--- src/rtl/dmem_port_arbiter_if.sv ---
// Request/response port used by each data-memory requester (CPU MEM stage and
// the DMA/debug loader).
//   master modport : requester side, drives req/we/addr/wdata/funct3 and
//                    receives gnt/rvalid/rdata
//   slave modport  : arbiter side, the mirror image
// Parameters: ADDR_W byte address width, DATA_W data width.
interface dmem_port_arbiter_if #(
  parameter int ADDR_W = 9,
  parameter int DATA_W = 32
);
  logic              req;
  logic              we;
  logic [ADDR_W-1:0] addr;
  logic [DATA_W-1:0] wdata;
  logic [2:0]        funct3;
  logic              gnt;
  logic              rvalid;
  logic [DATA_W-1:0] rdata;

  modport master (
    output req, we, addr, wdata, funct3,
    input  gnt, rvalid, rdata
  );

  modport slave (
    input  req, we, addr, wdata, funct3,
    output gnt, rvalid, rdata
  );
endinterface

--- src/rtl/dmem_port_arbiter.sv ---
// Arbitrates the single data-memory port between the CPU MEM stage and a
// DMA/debug loader. At most one access is issued per cycle and the read data,
// which returns one cycle after the read strobe, is routed back to the port
// that issued the read. cpu_stall tells the hazard logic the CPU was denied.
//
// Ports:
//   clk, reset   clock and synchronous active-high reset
//   cpu, dma     requester ports (dmem_port_arbiter_if.slave)
//   dma_lock     DMA asks for burst ownership of the port
//   cpu_stall    CPU is requesting but not granted this cycle
//   mem_rd/wr    memory read/write strobes
//   mem_addr/wdata/funct3  fields of the granted request (0 when idle)
//   mem_rdata    memory read data, valid one cycle after mem_rd
//
// state    | meaning
// ARB      | round-robin between CPU and DMA, last_gnt loses ties
// DMA_LOCK | DMA owns the port while it keeps dma_lock and dma_req high;
//          | CPU breaks in once burst_cnt reaches MAX_BURST
module dmem_port_arbiter #(
  parameter int ADDR_W    = 9,
  parameter int DATA_W    = 32,
  parameter int MAX_BURST = 8
) (
  input  logic              clk,
  input  logic              reset,
  dmem_port_arbiter_if.slave cpu,
  dmem_port_arbiter_if.slave dma,
  input  logic              dma_lock,
  output logic              cpu_stall,
  output logic              mem_rd,
  output logic              mem_wr,
  output logic [ADDR_W-1:0] mem_addr,
  output logic [DATA_W-1:0] mem_wdata,
  output logic [2:0]        mem_funct3,
  input  logic [DATA_W-1:0] mem_rdata
);

  localparam int CNT_W = $clog2(MAX_BURST + 1);
  localparam logic [CNT_W-1:0] BURST_MAX = CNT_W'(MAX_BURST);
  localparam logic [CNT_W-1:0] BURST_ONE = CNT_W'(1);

  typedef enum logic {ARB, DMA_LOCK} state_t;

  state_t            state, state_next;
  logic              last_gnt;   // 0 = CPU, 1 = DMA
  logic [CNT_W-1:0]  burst_cnt, burst_next;
  logic              resp_pend;
  logic              resp_src;   // 0 = CPU, 1 = DMA
  logic              gnt_cpu, gnt_dma;
  logic              cpu_rvalid, dma_rvalid;
  logic [DATA_W-1:0] cpu_rdata, dma_rdata;

  // State register and bookkeeping registers.
  always_ff @(posedge clk) begin
    if (reset) begin
      state     <= ARB;
      last_gnt  <= 1'b1;
      burst_cnt <= '0;
      resp_pend <= 1'b0;
      resp_src  <= 1'b0;
    end else begin
      state     <= state_next;
      burst_cnt <= burst_next;
      if (gnt_cpu)
        last_gnt <= 1'b0;
      else if (gnt_dma)
        last_gnt <= 1'b1;
      resp_pend <= mem_rd;
      resp_src  <= gnt_dma;
    end
  end

  // Next-state logic. Any cycle without a locked DMA grant falls back to ARB.
  always_comb begin
    state_next = ARB;
    burst_next = '0;
    unique case (state)
      ARB: begin
        if (gnt_dma && dma_lock) begin
          state_next = DMA_LOCK;
          burst_next = BURST_ONE;
        end
      end
      DMA_LOCK: begin
        if (gnt_dma && dma_lock) begin
          state_next = DMA_LOCK;
          burst_next = (burst_cnt == BURST_MAX) ? burst_cnt : burst_cnt + BURST_ONE;
        end
      end
      default: begin
        state_next = ARB;
        burst_next = '0;
      end
    endcase
  end

  // Output logic: grant decision, memory mux and response routing.
  // Everything is forced low during the reset cycle, including responses
  // still pending from before reset.
  always_comb begin
    gnt_cpu = 1'b0;
    gnt_dma = 1'b0;
    if (!reset) begin
      if (state == DMA_LOCK && dma_lock && dma.req) begin
        if (cpu.req && burst_cnt == BURST_MAX)
          gnt_cpu = 1'b1;
        else
          gnt_dma = 1'b1;
      end else if (cpu.req && dma.req) begin
        if (last_gnt)
          gnt_cpu = 1'b1;
        else
          gnt_dma = 1'b1;
      end else begin
        gnt_cpu = cpu.req;
        gnt_dma = dma.req;
      end
    end

    mem_rd     = 1'b0;
    mem_wr     = 1'b0;
    mem_addr   = '0;
    mem_wdata  = '0;
    mem_funct3 = '0;
    if (gnt_cpu) begin
      mem_rd     = ~cpu.we;
      mem_wr     = cpu.we;
      mem_addr   = cpu.addr;
      mem_wdata  = cpu.wdata;
      mem_funct3 = cpu.funct3;
    end else if (gnt_dma) begin
      mem_rd     = ~dma.we;
      mem_wr     = dma.we;
      mem_addr   = dma.addr;
      mem_wdata  = dma.wdata;
      mem_funct3 = dma.funct3;
    end

    cpu_rvalid = ~reset & resp_pend & ~resp_src;
    dma_rvalid = ~reset & resp_pend & resp_src;
    cpu_rdata  = cpu_rvalid ? mem_rdata : '0;
    dma_rdata  = dma_rvalid ? mem_rdata : '0;
    cpu_stall  = ~reset & cpu.req & ~gnt_cpu;
  end

  assign cpu.gnt    = gnt_cpu;
  assign dma.gnt    = gnt_dma;
  assign cpu.rvalid = cpu_rvalid;
  assign dma.rvalid = dma_rvalid;
  assign cpu.rdata  = cpu_rdata;
  assign dma.rdata  = dma_rdata;

endmodule
--- src/flat_wrapper.sv ---
// flat-port wrapper written by rule: the top's interface ports become plain ports
module dmem_port_arbiter_flat 
#(
  parameter int ADDR_W    = 9,
  parameter int DATA_W    = 32,
  parameter int MAX_BURST = 8
)
  (clk, reset, dma_lock, cpu_stall, mem_rd, mem_wr, mem_addr, mem_wdata, mem_funct3, mem_rdata, cpu_req, cpu_we, cpu_addr, cpu_wdata, cpu_funct3, cpu_gnt, cpu_rvalid, cpu_rdata, dma_req, dma_we, dma_addr, dma_wdata, dma_funct3, dma_gnt, dma_rvalid, dma_rdata);
  dmem_port_arbiter_if #(.ADDR_W(ADDR_W), .DATA_W(DATA_W)) cpu_i ();
  dmem_port_arbiter_if #(.ADDR_W(ADDR_W), .DATA_W(DATA_W)) dma_i ();
  input  logic clk;
  input  logic reset;
  input  logic dma_lock;
  output logic cpu_stall;
  output logic mem_rd;
  output logic mem_wr;
  output logic [ADDR_W-1:0] mem_addr;
  output logic [DATA_W-1:0] mem_wdata;
  output logic [2:0] mem_funct3;
  input  logic [DATA_W-1:0] mem_rdata;
  input wire logic [$bits(cpu_i.req)-1:0] cpu_req;
  input wire logic [$bits(cpu_i.we)-1:0] cpu_we;
  input wire logic [$bits(cpu_i.addr)-1:0] cpu_addr;
  input wire logic [$bits(cpu_i.wdata)-1:0] cpu_wdata;
  input wire logic [$bits(cpu_i.funct3)-1:0] cpu_funct3;
  output wire logic [$bits(cpu_i.gnt)-1:0] cpu_gnt;
  output wire logic [$bits(cpu_i.rvalid)-1:0] cpu_rvalid;
  output wire logic [$bits(cpu_i.rdata)-1:0] cpu_rdata;
  input wire logic [$bits(dma_i.req)-1:0] dma_req;
  input wire logic [$bits(dma_i.we)-1:0] dma_we;
  input wire logic [$bits(dma_i.addr)-1:0] dma_addr;
  input wire logic [$bits(dma_i.wdata)-1:0] dma_wdata;
  input wire logic [$bits(dma_i.funct3)-1:0] dma_funct3;
  output wire logic [$bits(dma_i.gnt)-1:0] dma_gnt;
  output wire logic [$bits(dma_i.rvalid)-1:0] dma_rvalid;
  output wire logic [$bits(dma_i.rdata)-1:0] dma_rdata;
  assign cpu_i.req = cpu_req;
  assign cpu_i.we = cpu_we;
  assign cpu_i.addr = cpu_addr;
  assign cpu_i.wdata = cpu_wdata;
  assign cpu_i.funct3 = cpu_funct3;
  assign cpu_gnt = cpu_i.gnt;
  assign cpu_rvalid = cpu_i.rvalid;
  assign cpu_rdata = cpu_i.rdata;
  assign dma_i.req = dma_req;
  assign dma_i.we = dma_we;
  assign dma_i.addr = dma_addr;
  assign dma_i.wdata = dma_wdata;
  assign dma_i.funct3 = dma_funct3;
  assign dma_gnt = dma_i.gnt;
  assign dma_rvalid = dma_i.rvalid;
  assign dma_rdata = dma_i.rdata;
  dmem_port_arbiter #(.ADDR_W(ADDR_W), .DATA_W(DATA_W), .MAX_BURST(MAX_BURST)) u_core (.clk(clk), .reset(reset), .cpu(cpu_i), .dma(dma_i), .dma_lock(dma_lock), .cpu_stall(cpu_stall), .mem_rd(mem_rd), .mem_wr(mem_wr), .mem_addr(mem_addr), .mem_wdata(mem_wdata), .mem_funct3(mem_funct3), .mem_rdata(mem_rdata));
endmodule
--- config.mk ---
export PLATFORM = sky130hd
export DESIGN_NAME = dmem_port_arbiter_flat
export DESIGN_NICKNAME = d
export VERILOG_FILES = /design/src/rtl/dmem_port_arbiter_if.sv /design/src/rtl/dmem_port_arbiter.sv /design/src/flat_wrapper.sv
export SDC_FILE = /design/constraint.sdc
export NUM_CORES = 1
export LEC_CHECK = 0
export BUFFER_PORTS_ARGS = -buffer_cell sky130_fd_sc_hd__buf_2
export CAP_MARGIN = 40
export CORE_AREA = 2 2 95 97
export CTS_CLUSTER_SIZE = 30
export DETAILED_ROUTE_END_ITERATION = 8
export DIE_AREA = 0 0 97 99
export GPL_TIMING_DRIVEN = 0
export PLACE_DENSITY = 0.51
export SLEW_MARGIN = 20
export SYNTH_ARGS = -nofsm -noshare
export SYNTH_HDL_FRONTEND = slang
export SYNTH_SLANG_ARGS = --single-unit
--- constraint.sdc ---
create_clock -name clk -period 2.35 [get_ports clk]
set_clock_uncertainty 0.05 [all_clocks]
set_input_delay 0 -clock clk [delete_from_list [all_inputs] [get_ports clk]]
set_output_delay 0 -clock clk [all_outputs]
set_load 0.01 [all_outputs]
==> out/qor.txt <==
worst slew pin tran -> 0.818 ns
Cell Pwr Density -> 250 nW/um^2
CTS sink cnt -> 8
Die Ht -> 99 um
Ports -> 242
nature of the critical path startpoint -> flop
Clock Latency Late Sink -> 0.23 ns
Final Hold Viols -> 0
dominant synthesized flop cell -> dfxtp_1
initial antenna violation count -> 0
Yosys warning total -> 0
ys async rst share -> 0
via count -> 2172
fin. max-slew vios -> 0
Static Leakage -> 1.74 nW
Avg Inst Size Synth -> 7.78 um^2
wire per inst -> 13.0 um
largest net degree at the start of global routing -> 11
met1 Track Usage GR -> 0.137
TNS Setup -> 0 ns
crit path max fanout -> 10
Hold Path Class -> in2reg
Clock Tree Buf Depth -> 2
HPWL Detailed -> 6180 um
TritonCTS clock tree -> built
WP data required -> 2.30 ns
unique cell type count in the Yosys netlist -> 31
Tcrit/Tclk final -> 0.937
Synth Instances -> 169
Root Buffer -> clkbuf_8
gr usage total -> 0.130
n_diodes -> 0
crit path to -> mem_wdata[21]
reg2reg start -> u_core.burst_cnt[1]$_SDFFE_PP0P_
critical path endpoint category -> output port
Reg2Reg Depth -> 9
worst flop-to-flop path endpoint -> u_core.burst_cnt[0]$_SDFFE_PP0P_
sequential area share after synthesis -> 0.122
WS Path Type -> reg2out
Iteration-0 DRC Markers -> 29
Min Clock Period, post-route -> 2.20 ns
share of cells above drive strength 1 -> 0.629
status -> completed
GR peak layer -> met2
commonest non-fill, non-tap cells in the layout -> 244 x buf_2, 65 x and2_1, 45 x a22o_1
ANT nets after route -> 0
# DRC -> 0
initial core utilization -> 0.154
finished layout cell area -> 2750 um^2
Synth Cell Area -> 1320 um^2
met2 usage -> 0.255
R2R setup slack -> 0.56 ns
Max Freq -> 454 MHz
Area after DPL -> 2660 um^2
vias per inst -> 4.13
final cell count without fillers -> 526
final wirelength -> 6860 um
max cap viols -> 0
Die W -> 97 um
Final Util -> 0.321
most common cell after layout, fill and taps aside -> buf_2
Worst slew margin -> 0.453
number of flops mapped to enable cells by yosys -> 0
H-Tree Depth -> 1
Post-Syn Nets -> 298
GPL Wtd Cong -> 0.821
first-pass GRT wire length -> 10300 um
nets -> 549
Remaining Overflow, GRT -> 0
clock slew at reported path FFs -> 0.04 ns
PortBufs -> 241
area of the core -> 8550 um^2
Syn-to-layout area delta -> 109%
crit path from -> u_core.burst_cnt[1]$_SDFFE_PP0P_
FF+latch count, synth -> 8
worst hold slack -> 0.0506 ns
total power -> 0.687 mW
Inserted Clock Buffers -> 3
Place WS -> 0.315 ns
setup ws final -> 0.148 ns
final setup fails -> 0
Rows -> 34
iteration count of the initial detailed-routing pass -> 4
M3 GR Usage -> 0.0326
vias in the first global route -> 2025
crit path DAT -> 2.15 ns
die area -> 9600 um^2
maximum vdd drop -> 0.000115 V
Placed Cells incl. Taps -> 518
==> power breakdown <==
| part | internal (mW) | switching, mW | total, mW |
|---|---|---|---|
| Sequential | 0.141 | 0.00361 | 0.145 |
| Combinational | 0.199 | 0.177 | 0.377 |
| Clock | 0.111 | 0.0540 | 0.165 |
==> cell type report <==
type	instances	area (um^2)
Clock buffer	3	41.3
Tap cell	108	135
Fill cell	949	5800
Timing Repair Buffer	246	1250
Buffer	17	101
Sequential cell	8	161
Inverter	6	22.5
Multi-Input combinational cell	138	1030
==> cells in the mapped netlist, types with 2 or more instances <==
| cell | n | area [um^2] |
|---|---|---|
| buf_4 | 2 | 15.0 |
| buf_6 | 3 | 33.8 |
| and3b_1 | 2 | 17.5 |
| a21oi_1 | 2 | 10.0 |
| xnor2_1 | 2 | 17.5 |
| nor3_1 | 2 | 10.0 |
| clkbuf_1 | 8 | 30.0 |
| and2_1 | 65 | 407 |
| ha_1 | 2 | 25.0 |
| o2bb2ai_1 | 2 | 17.5 |
| dfxtp_1 | 8 | 160 |
| buf_2 | 4 | 20.0 |
| inv_1 | 5 | 18.8 |
| a22o_1 | 45 | 394 |
==> kinds of logic (layout without fill, tap and decap cells) <==
family	Yosys count	after routing	share of synthesized area
flip-flops	8	8	0.122
XOR/XNOR	3	3	0.0200
multiplexers	3	3	0.0333
AO/OA/AOI/OAI	51	51	0.340
adder cells (fa/ha/maj)	2	2	0.0190
AND/OR/NAND/NOR	79	79	0.374
buffers and inverters	23	272	0.0923
==> how the worst min path moves through the flow <==
stage	from	depth (start not counted)	to
finish	cpu_we	3	u_core.resp_pend$_SDFF_PP0_
global route	cpu_we	3	u_core.resp_pend$_SDFF_PP0_
CTS	cpu_we	3	u_core.resp_pend$_SDFF_PP0_
detailed placement	dma_we	2	u_core.resp_pend$_SDFF_PP0_
global placement	dma_lock	2	u_core.state$_SDFF_PP0_
floorplan	dma_we	1	mem_rd
==> registers in the layout, indices dropped and copies added (netlist names) <==
name	count
u_core.burst_cnt	4
u_core.last_gnt	1
u_core.resp_pend	1
u_core.resp_src	1
u_core.state	1
==> critical path, cell delays in order, from the launching register on <==
cell and delay [ns]:
dfxtp_1 0.36, inv_1 0.06, ha_1 0.17, and3b_1 0.17, buf_4 0.16, mux2i_4 0.20
a21oi_2 0.11, buf_4 0.18, buf_4 0.17, a22o_1 0.19, buf_2 0.14
==> repair_timing <==
action	in CTS	in global routing
buffers inserted	0	2
hold buffers	3	0
resized for setup	0	3
setup endpoints to repair	0	21
hold endpoints to repair	4	0
==> routing by layer <==
metal  part of all wire  up-vias
met3               0.11        8
li1                   -     1095
met5                  0        -
met4              0.016        0
met2               0.53      150
met1               0.35      919
Note: power is estimated with default switching activity, not from simulation.
